$ cat src/rtl/pc_pkg.sv
// Shared constants and next-PC select encoding for the fetch-stage PC unit.
package pc_pkg;

    localparam int          DEF_XLEN         = 32;
    localparam int          DEF_INC          = 4;
    localparam int          DEF_RAS_DEPTH    = 4;
    localparam longint unsigned DEF_RESET_VECTOR = 64'h0;
    localparam int unsigned ALIGN_MASK       = 32'h3;

    typedef enum logic [2:0] {
        SEL_RST,
        SEL_REDIR,
        SEL_HOLD,
        SEL_CALL,
        SEL_RET,
        SEL_SEQ
    } next_sel_e;

endpackage

$ cat src/rtl/pc_unit_if.sv
// Fetch-control bundle between the fetch stage (master) and the PC unit (slave).
interface pc_unit_if #(
    parameter int XLEN = 32
);
    logic            write;
    logic            redirect;
    logic [XLEN-1:0] redirect_pc;
    logic            call;
    logic [XLEN-1:0] call_target;
    logic            ret;
    logic [XLEN-1:0] pc_out;
    logic [XLEN-1:0] pc_inc;
    logic            ras_empty;
    logic            ras_full;

    modport master (
        output write, redirect, redirect_pc, call, call_target, ret,
        input  pc_out, pc_inc, ras_empty, ras_full
    );

    modport slave (
        input  write, redirect, redirect_pc, call, call_target, ret,
        output pc_out, pc_inc, ras_empty, ras_full
    );
endinterface

$ cat src/rtl/ras_stack.sv
// Circular return-address stack; a push when full silently overwrites the oldest entry.
module ras_stack #(
    parameter int XLEN      = 32,
    parameter int RAS_DEPTH = 4
) (
    input  logic            clk,
    input  logic            res,
    input  logic            push,
    input  logic            pop,
    input  logic [XLEN-1:0] push_data,
    output logic [XLEN-1:0] top_data,
    output logic            empty,
    output logic            full
);
    localparam int PW = $clog2(RAS_DEPTH);
    localparam int CW = $clog2(RAS_DEPTH + 1);
    localparam logic [CW-1:0] CNT_MAX = CW'(RAS_DEPTH);

    logic [XLEN-1:0] r_mem [RAS_DEPTH];
    logic [PW-1:0]   r_tos;
    logic [CW-1:0]   r_count;
    logic [PW-1:0]   w_tos_inc;

    assign w_tos_inc = r_tos + 1'b1;
    assign empty     = (r_count == '0);
    assign full      = (r_count == CNT_MAX);
    assign top_data  = r_mem[r_tos];

    always_ff @(posedge clk) begin
        if (res) begin
            r_tos   <= '0;
            r_count <= '0;
        end else if (push) begin
            r_tos <= w_tos_inc;
            if (!full) r_count <= r_count + 1'b1;
        end else if (pop && !empty) begin
            r_tos   <= r_tos - 1'b1;
            r_count <= r_count - 1'b1;
        end
    end

    // Entries are never cleared; only pointer/count reset, so stale data may remain.
    always_ff @(posedge clk) begin
        if (!res && push) r_mem[w_tos_inc] <= push_data;
    end
endmodule

$ cat src/rtl/pc_unit.sv
// Fetch PC register with sequential, redirect and call/return next-PC selection.
module pc_unit
    import pc_pkg::*;
#(
    parameter int              XLEN         = DEF_XLEN,
    parameter logic [XLEN-1:0] RESET_VECTOR = XLEN'(DEF_RESET_VECTOR),
    parameter int              INC          = DEF_INC,
    parameter int              RAS_DEPTH    = DEF_RAS_DEPTH
) (
    input  logic     clk,
    input  logic     res,
    pc_unit_if.slave bus
);
    localparam logic [XLEN-1:0] ALIGN_KEEP = ~XLEN'(ALIGN_MASK);

    logic [XLEN-1:0] r_pc;
    logic [XLEN-1:0] w_pc_inc;
    logic [XLEN-1:0] w_top;
    logic [XLEN-1:0] w_next;
    logic            w_empty;
    logic            w_full;
    logic            w_push;
    logic            w_pop;
    next_sel_e       w_sel;

    assign w_pc_inc = r_pc + XLEN'(INC);

    always_comb begin
        if (res)                         w_sel = SEL_RST;
        else if (bus.redirect)           w_sel = SEL_REDIR;
        else if (!bus.write)             w_sel = SEL_HOLD;
        else if (bus.call)               w_sel = SEL_CALL;
        else if (bus.ret && !w_empty)    w_sel = SEL_RET;
        else                             w_sel = SEL_SEQ;
    end

    always_comb begin
        w_next = w_pc_inc;
        case (w_sel)
            SEL_RST:   w_next = RESET_VECTOR;
            SEL_REDIR: w_next = bus.redirect_pc;
            SEL_HOLD:  w_next = r_pc;
            SEL_CALL:  w_next = bus.call_target;
            SEL_RET:   w_next = w_top;
            default:   w_next = w_pc_inc;
        endcase
    end

    assign w_push = (w_sel == SEL_CALL);
    assign w_pop  = (w_sel == SEL_RET);

    always_ff @(posedge clk) begin
        r_pc <= w_next & ALIGN_KEEP;
    end

    ras_stack #(
        .XLEN      (XLEN),
        .RAS_DEPTH (RAS_DEPTH)
    ) u_ras (
        .clk       (clk),
        .res       (res),
        .push      (w_push),
        .pop       (w_pop),
        .push_data (w_pc_inc),
        .top_data  (w_top),
        .empty     (w_empty),
        .full      (w_full)
    );

    assign bus.pc_out    = r_pc;
    assign bus.pc_inc    = w_pc_inc;
    assign bus.ras_empty = w_empty;
    assign bus.ras_full  = w_full;
endmodule

$ cat src/flat_wrapper.sv
// flat-port wrapper written by rule: the top's interface ports become plain ports
module pc_unit_flat import pc_pkg::*;
#(
    parameter int              XLEN         = DEF_XLEN,
    parameter logic [XLEN-1:0] RESET_VECTOR = XLEN'(DEF_RESET_VECTOR),
    parameter int              INC          = DEF_INC,
    parameter int              RAS_DEPTH    = DEF_RAS_DEPTH
)
  (clk, res, bus_write, bus_redirect, bus_redirect_pc, bus_call, bus_call_target, bus_ret, bus_pc_out, bus_pc_inc, bus_ras_empty, bus_ras_full);
  pc_unit_if #(.XLEN(XLEN)) bus_i ();
  input  logic clk;
  input  logic res;
  input wire logic [$bits(bus_i.write)-1:0] bus_write;
  input wire logic [$bits(bus_i.redirect)-1:0] bus_redirect;
  input wire logic [$bits(bus_i.redirect_pc)-1:0] bus_redirect_pc;
  input wire logic [$bits(bus_i.call)-1:0] bus_call;
  input wire logic [$bits(bus_i.call_target)-1:0] bus_call_target;
  input wire logic [$bits(bus_i.ret)-1:0] bus_ret;
  output wire logic [$bits(bus_i.pc_out)-1:0] bus_pc_out;
  output wire logic [$bits(bus_i.pc_inc)-1:0] bus_pc_inc;
  output wire logic [$bits(bus_i.ras_empty)-1:0] bus_ras_empty;
  output wire logic [$bits(bus_i.ras_full)-1:0] bus_ras_full;
  assign bus_i.write = bus_write;
  assign bus_i.redirect = bus_redirect;
  assign bus_i.redirect_pc = bus_redirect_pc;
  assign bus_i.call = bus_call;
  assign bus_i.call_target = bus_call_target;
  assign bus_i.ret = bus_ret;
  assign bus_pc_out = bus_i.pc_out;
  assign bus_pc_inc = bus_i.pc_inc;
  assign bus_ras_empty = bus_i.ras_empty;
  assign bus_ras_full = bus_i.ras_full;
  pc_unit #(.XLEN(XLEN), .RESET_VECTOR(RESET_VECTOR), .INC(INC), .RAS_DEPTH(RAS_DEPTH)) u_core (.clk(clk), .res(res), .bus(bus_i));
endmodule
$ cat config.mk
export PLATFORM = sky130hd
export DESIGN_NAME = pc_unit_flat
export DESIGN_NICKNAME = d
export VERILOG_FILES = /design/src/rtl/pc_pkg.sv /design/src/rtl/pc_unit_if.sv /design/src/rtl/ras_stack.sv /design/src/rtl/pc_unit.sv /design/src/flat_wrapper.sv
export SDC_FILE = /design/constraint.sdc
export NUM_CORES = 1
export LEC_CHECK = 0
export ABC_CLOCK_PERIOD_IN_PS = 4300
export BUFFER_PORTS_ARGS = -buffer_cell sky130_fd_sc_hd__buf_2
export CELL_PAD_IN_SITES_DETAIL_PLACEMENT = 1
export CELL_PAD_IN_SITES_GLOBAL_PLACEMENT = 2
export CORE_AREA = 4 4 109 189
export CTS_CLUSTER_DIAMETER = 60
export DETAILED_ROUTE_END_ITERATION = 12
export DIE_AREA = 0 0 113 193
export PLACE_DENSITY_LB_ADDON = 0.25
export SYNTH_ARGS = -nofsm -noshare
export SYNTH_HDL_FRONTEND = slang
export SYNTH_SLANG_ARGS = --single-unit
export TNS_END_PERCENT = 50
$ cat constraint.sdc
create_clock -name clk -period 4.3 [get_ports clk]
set_input_delay 1.29 -clock clk [delete_from_list [all_inputs] [get_ports clk]]
set_output_delay 1.29 -clock clk [all_outputs]
set_load 0.1 [all_outputs]
After elaboration in Yosys (flattened, before gate mapping)

Memories as Yosys holds them, arrays and structs flattened. A register that Yosys moved wholly into a read port is not among the register bits.
Index checks and enable logic that the tools add are counted.
Widths: inputs -> output; s select.

Register bits after elaboration: 35
Memories: 1
Output and inout bits: 66
Word-level logic and storage cells: 39
Memory bits (writable): 128
Bits of input ports: 70

Memory list:

| memory             | depth | width | read ports | clocked after memory_dff | write ports | RTL line        | RTL |
|---|---|---|---|---|---|---|---|
| u_core.u_ras.r_mem | 4     | 32    | 1          | 1                        | 1           | ras_stack.sv:19 | `logic [XLEN-1:0] r_mem [RAS_DEPTH];` |

Reduce and logical (&&, ||, !) cells: 9
Eq/ne operators: 6
Multiplexer cells: 15
$add $sub $neg: 5

Operator list:

| operator              | count |
|---|---|
| $pmux 32 s5           | 1 |
| $add 32x3->32 const B | 1 |
| $mux 3                | 7 |
| $mux 2                | 4 |
| $eq 3x2->1 const B    | 2 |
| $eq 3x3->1 const B    | 2 |
| $logic_not 3->1       | 2 |
| $add 3x1->3 const B   | 1 |
| $eq 3x1->1 const B    | 1 |
| $logic_and 1x1->1     | 3 |
| $mux 1                | 3 |
| $sub 3x1->3 const B   | 1 |
| $add 2x1->2 const B   | 1 |
| $logic_not 1->1       | 2 |
| $ne 2x2->1 const B    | 1 |
| $reduce_and 2->1      | 1 |
| $reduce_bool 2->1     | 1 |
| $sub 2x1->2 const B   | 1 |

Longest topological paths before layout

Depth after elaboration: 14
Depth in mapped cells: 11
Depth with buffers taken out: 7

Cells and area by module

A second synthesis with hierarchy kept.

Cells, all modules: 478
Area, all modules: 7,568.5 sq um

Modules (own cells, without submodules):

| module    | area an instance (sq um) | cells an instance | instances | seq. area each (sq um) |
|---|---|---|---|---|
| ras_stack | 5,104.9                  | 219               | 1         | 3,983.8 |
| pc_unit   | 2,463.6                  | 259               | 1         | 900.9 |

Worst setup path after synthesis

No wires, ideal clock.

Path type: register to output
Start point: reg u_core.r_pc[2] (netlist: u_core.bus.pc_out[2])
End point: out bus_pc_inc[30]
Path buffers: 1
Cell stages (with the launch flop): 7
Required time: 3,010 ps
Data arrival time: 4,323 ps
Slack: -1,313 ps
Cell sequence: edfxtp_1 ha_1 nand3_2 or4_4 buf_6 or3_4 xnor2_1

Longest elaborated chain between the ends: 1

RTL lines:

| element                | RTL line           | RTL |
|---|---|---|
| from (decl)            | pc_unit.sv:16      | `logic [XLEN-1:0] r_pc;` |
| from (signal assigned) | pc_unit.sv:53      | `r_pc <= w_next & ALIGN_KEEP;` |
| $add 32x3->32          | pc_unit.sv:26      | `assign w_pc_inc = r_pc + XLEN'(INC);` |
| to (decl)              | flat_wrapper.sv:20 | `output wire logic [$bits(bus_i.pc_inc)-1:0] bus_pc_inc;` |

No other way between the ends.

Final worst setup path

Start point: reg u_core.r_pc[2] (netlist: u_core.bus.pc_out[2])
End point: out bus_pc_inc[18]

Same word-level chain as after synthesis.

==> flow_metrics.env <==
export IMPL_fin_nets=709
export IMPL_arrival_time_reported_for_the_critical_path_endpoint_ns=2.88
export IMPL_max_freq_ghz=0.240
export IMPL_peakVddDrop_mv=0.274
export IMPL_launch_instance_of_the_worst_min_delay_path="u_core.u_ras.r_count[2]$_SDFFE_PP0P_"
export IMPL_ys_ff_latch=157
export IMPL_std_cell_rows=67
export IMPL_final_hold_slack_ns=0.511
export IMPL_reg2regPathDepth=3
export IMPL_synth_seq_area_share=0.634
export IMPL_ys_warn_count=0
export IMPL_setup_viol_count_final=0
export IMPL_grt_util_met3=0.0331
export IMPL_crit_path_cell_trace="ha_1 -> nand3_2 -> or4_4 -> nor2_1 -> xor2_2 -> buf_4"
export IMPL_placement_cell_area_um2=8570
export IMPL_timing_hold_worst_class="reg -> reg"
export IMPL_grt_usage=0.202
export IMPL_tritoncts="built"
export IMPL_final_min_clock_period_ns=4.17
export IMPL_syn_area_um2=7330
export IMPL_worst_r2r_endpoint="u_core.bus.pc_out[22]$_DFFE_PP_"
export IMPL_critical_path_required_ns=3.01
export IMPL_cellPowerDensity_nw_per_um2=436
export IMPL_design_portCount=136
export IMPL_detailedPlace_worstSlack_ns=0.358
export IMPL_register_area_um2=4650
export IMPL_final_max_slew_violation_count=0
export IMPL_timing_hold_worst_path_depth=2
export IMPL_timing_clock_skew_ns=0.0163
export IMPL_fp_dieArea_um2=21800
export IMPL_hold_end="u_core.u_ras.r_count[2]$_SDFFE_PP0P_"
export IMPL_vias=5018
export IMPL_globalRoute_busiestLayer="met2"
export IMPL_worstSetupPathType="reg -> out"
export IMPL_core_util_final=0.485
export IMPL_globalRouteMet1Util=0.215
export IMPL_die_width_um=113
export IMPL_grt_overflow=0
export IMPL_report_final_hold_viol_count=0
export IMPL_drt_antenna_violating_nets=0
export IMPL_synth_top_flop_cell="sky130_fd_sc_hd__edfxtp_1"
export IMPL_postSynth_asyncResetShare=0
export IMPL_clock_tree_root_buffer_cell="sky130_fd_sc_hd__clkbuf_16"
export IMPL_cell_area_after_layout_um2=9220
export IMPL_status="finished, final reports clean"
export IMPL_gr_usage_met2=0.396
export IMPL_slew_headroom=0.300
export IMPL_setup_repair_after_global_routing_missed_its_margin="false"
export IMPL_layout_filler_cells=1894
export IMPL_timing_critical_path_slowest_stage_cell="sky130_fd_sc_hd__or4_4"
export IMPL_drcViolationCount=0
export IMPL_worst_slew_pin_slew_ns=1.05
export IMPL_route_final_wire_length_um=21700
export IMPL_clock_slew_at_the_register_clock_pins_of_the_worst_setup_and_hold_paths_ns=0.07
export IMPL_routed_via_density=5.66
export IMPL_clk_latency_ns=0.43
export IMPL_drt_initial_drc_count=265
export IMPL_worst_path_largest_cell_delay_ns=0.68
export IMPL_critical_path_endpoint_type="output pin"
export IMPL_cts_made_buffers=17
export IMPL_antenna_cells_inserted=0
export IMPL_grt_pass1_vias=5593
export IMPL_number_of_synthesized_flops_with_an_enable_pin=150
export IMPL_p_leak_nw=3.31
export IMPL_worst_setup_path_start_kind="flip-flop"
export IMPL_multi_input_area_um2=2770
export IMPL_syn_instance_count=493
export IMPL_min_period_over_period=0.969
export IMPL_cap_violations=0
export IMPL_drt_pass1_iterations=5
export IMPL_ys_types=54
export IMPL_detail_route_wl_per_cell_um=24.4
export IMPL_core_area_um2=19000
export IMPL_routability_driven_placement_congestion_ratio=0.792
export IMPL_die_y_um=193
export IMPL_final_critical_path_setup_slack_ns=0.133
export IMPL_tritoncts_num_sinks=157
export IMPL_grt_max_degree=31
export IMPL_dpl_hpwl_um=15200
export IMPL_grt_antenna_before_repair=0
export IMPL_final_layout_size_suffix_gt1_frac=0.379
export IMPL_setup_total_negative_slack_ns=0
export IMPL_ctsHtreeMaxLevel=4
export IMPL_io_buffer_count=127
export IMPL_critical_path_max_fanout=13
export IMPL_syn_avg_cell_area_um2=14.9
export IMPL_reg2reg_setup_slack_ns=1.68
export IMPL_layout_area_overhead_pct=25.8
export IMPL_grt_first_pass_wirelength_um=32500
export IMPL_clock_tree_buffer_depth=2
export IMPL_starting_density_of_the_core=0.385
## Yosys cell counts (all sizes together), types with 2 or more instances
cell type	n	area (um^2)
nand4b	12	105
nand3	14	75.1
a21oi	26	130
clkbuf	17	63.8
nand4	8	62.6
buf	15	100
mux2i	4	40.0
a22oi	6	45.0
ha	6	75.1
or3	9	61.3
xnor2	12	105
dfxtp	7	140
inv	10	37.5
nor2b	2	12.5
and2	6	37.5
a22o	8	70.1
nand2b	4	25.0
or4	13	105
nor4	6	43.8
xor2	17	149
o31ai	2	15.0
o211ai	13	97.6
a221o	9	90.1
o21ai	9	45.0
a31oi	2	12.5
a222oi	6	60.1
edfxtp	150	4500
mux4	30	676
o311ai	3	26.3
nand2	35	131
nor3	4	25.0
nor2	16	60.1
## what timing repair did
action | 4_1_cts | 5_1_grt
resized for setup | 4 | 8
setup endpoints to repair | 4 | 11
hold buffers | 0 | 0
pin swaps | 0 | 0
setup buffers | 0 | 1
## power breakdown
part / switching (W) / internal (W) / total, W / leakage (nW)
sequential: 0.0000597 / 0.00173 / 0.00179 / 1.50
clock: 0.000666 / 0.000879 / 0.00155 / 0.291
combinational: 0.000543 / 0.000141 / 0.000684 / 1.53
## per-layer routing
| metal | share of wire | routed length [um] |
|---|---|---|
| met3 | 0.049 | 1070 |
| met2 | 0.58 | 12600 |
| met1 | 0.35 | 7600 |
| met5 | 0 | 0 |
| met4 | 0.017 | 379 |
## cell families after synthesis
group	Yosys count	synth area share
flip-flops	157	0.634
AND/OR/NAND/NOR	136	0.111
AO/OA/AOI/OAI	88	0.0853
buffers and inverters	42	0.0275
multiplexers	34	0.0976
XOR/XNOR	29	0.0346
adder cells (fa/ha/maj)	6	0.0102
other	1	0.000512
## how the worst max path moves through the flow
stage	cells after the start	to	slack, ns	startpoint
final	6	bus_pc_inc[18]	0.13	u_core.bus.pc_out[2]$_DFFE_PP_
after global routing	5	bus_pc_inc[27]	0.008	u_core.bus.pc_out[17]$_DFFE_PP_
after CTS	5	bus_pc_inc[31]	0.02	u_core.bus.pc_out[2]$_DFFE_PP_
after detailed placement	5	bus_pc_inc[31]	0.36	u_core.bus.pc_out[2]$_DFFE_PP_
after global placement	5	bus_pc_inc[31]	0.39	u_core.bus.pc_out[2]$_DFFE_PP_
after floorplan	6	bus_pc_inc[18]	-0.41	u_core.bus.pc_out[2]$_DFFE_PP_
## cell usage in the layout (no fill, tap or decap), drive strengths merged, types with 4 or more instances in the layout
cell and n:
dfxtp 7, edfxtp 150, a22o 8, nor4 6
nand4b 12, o21ai 9, a221o 9, or3 9
a21oi 26, or4 13, nand3 14, a222oi 6
nand4 8, inv 19, a22oi 6, nor2 16
conb 4, buf 145, nand2b 4, mux4 30
nor3 4, xor2 17, mux2i 4, clkbuf 22
xnor2 12, nand2 35, o211ai 13, ha 6
and2 6
## metrics by stage
stage | cells | power (W)
floorplan | 496 | 0.00234
global placement | 854 | 0.00249
detailed placement | 854 | 0.00250
CTS | 886 | 0.00405
global route | 887 | 0.00415
finish | 887 | 0.00402
## critical path, delay by kind of cell (launching register included)
kind                     cells  cell delay (ns)
AND/OR/NAND/NOR              3             1.11
flip-flops                   1             0.46
buffers and inverters        1             0.35
XOR/XNOR                     1             0.28
adder cells (fa/ha/maj)      1             0.25
## layout make-up
| type | instances | share of cell area |
|---|---|---|
| Tap cell | 241 | 0.0327 |
| Clock inverter | 15 | 0.0191 |
| Inverter | 10 | 0.00407 |
| Timing Repair Buffer | 150 | 0.0938 |
| Multi-Input combinational cell | 297 | 0.300 |
| Clock buffer | 17 | 0.0461 |
| Sequential cell | 157 | 0.504 |
## flip-flops by register name, indices dropped and copies added (netlist names), named ones only
| name | cells |
|---|---|
| u_core.bus.pc_out | 30 |
| u_core.u_ras.r_count | 3 |
| u_core.u_ras.r_mem | 120 |
| u_core.u_ras.r_tos | 2 |
(Power assumes the default switching activity.)
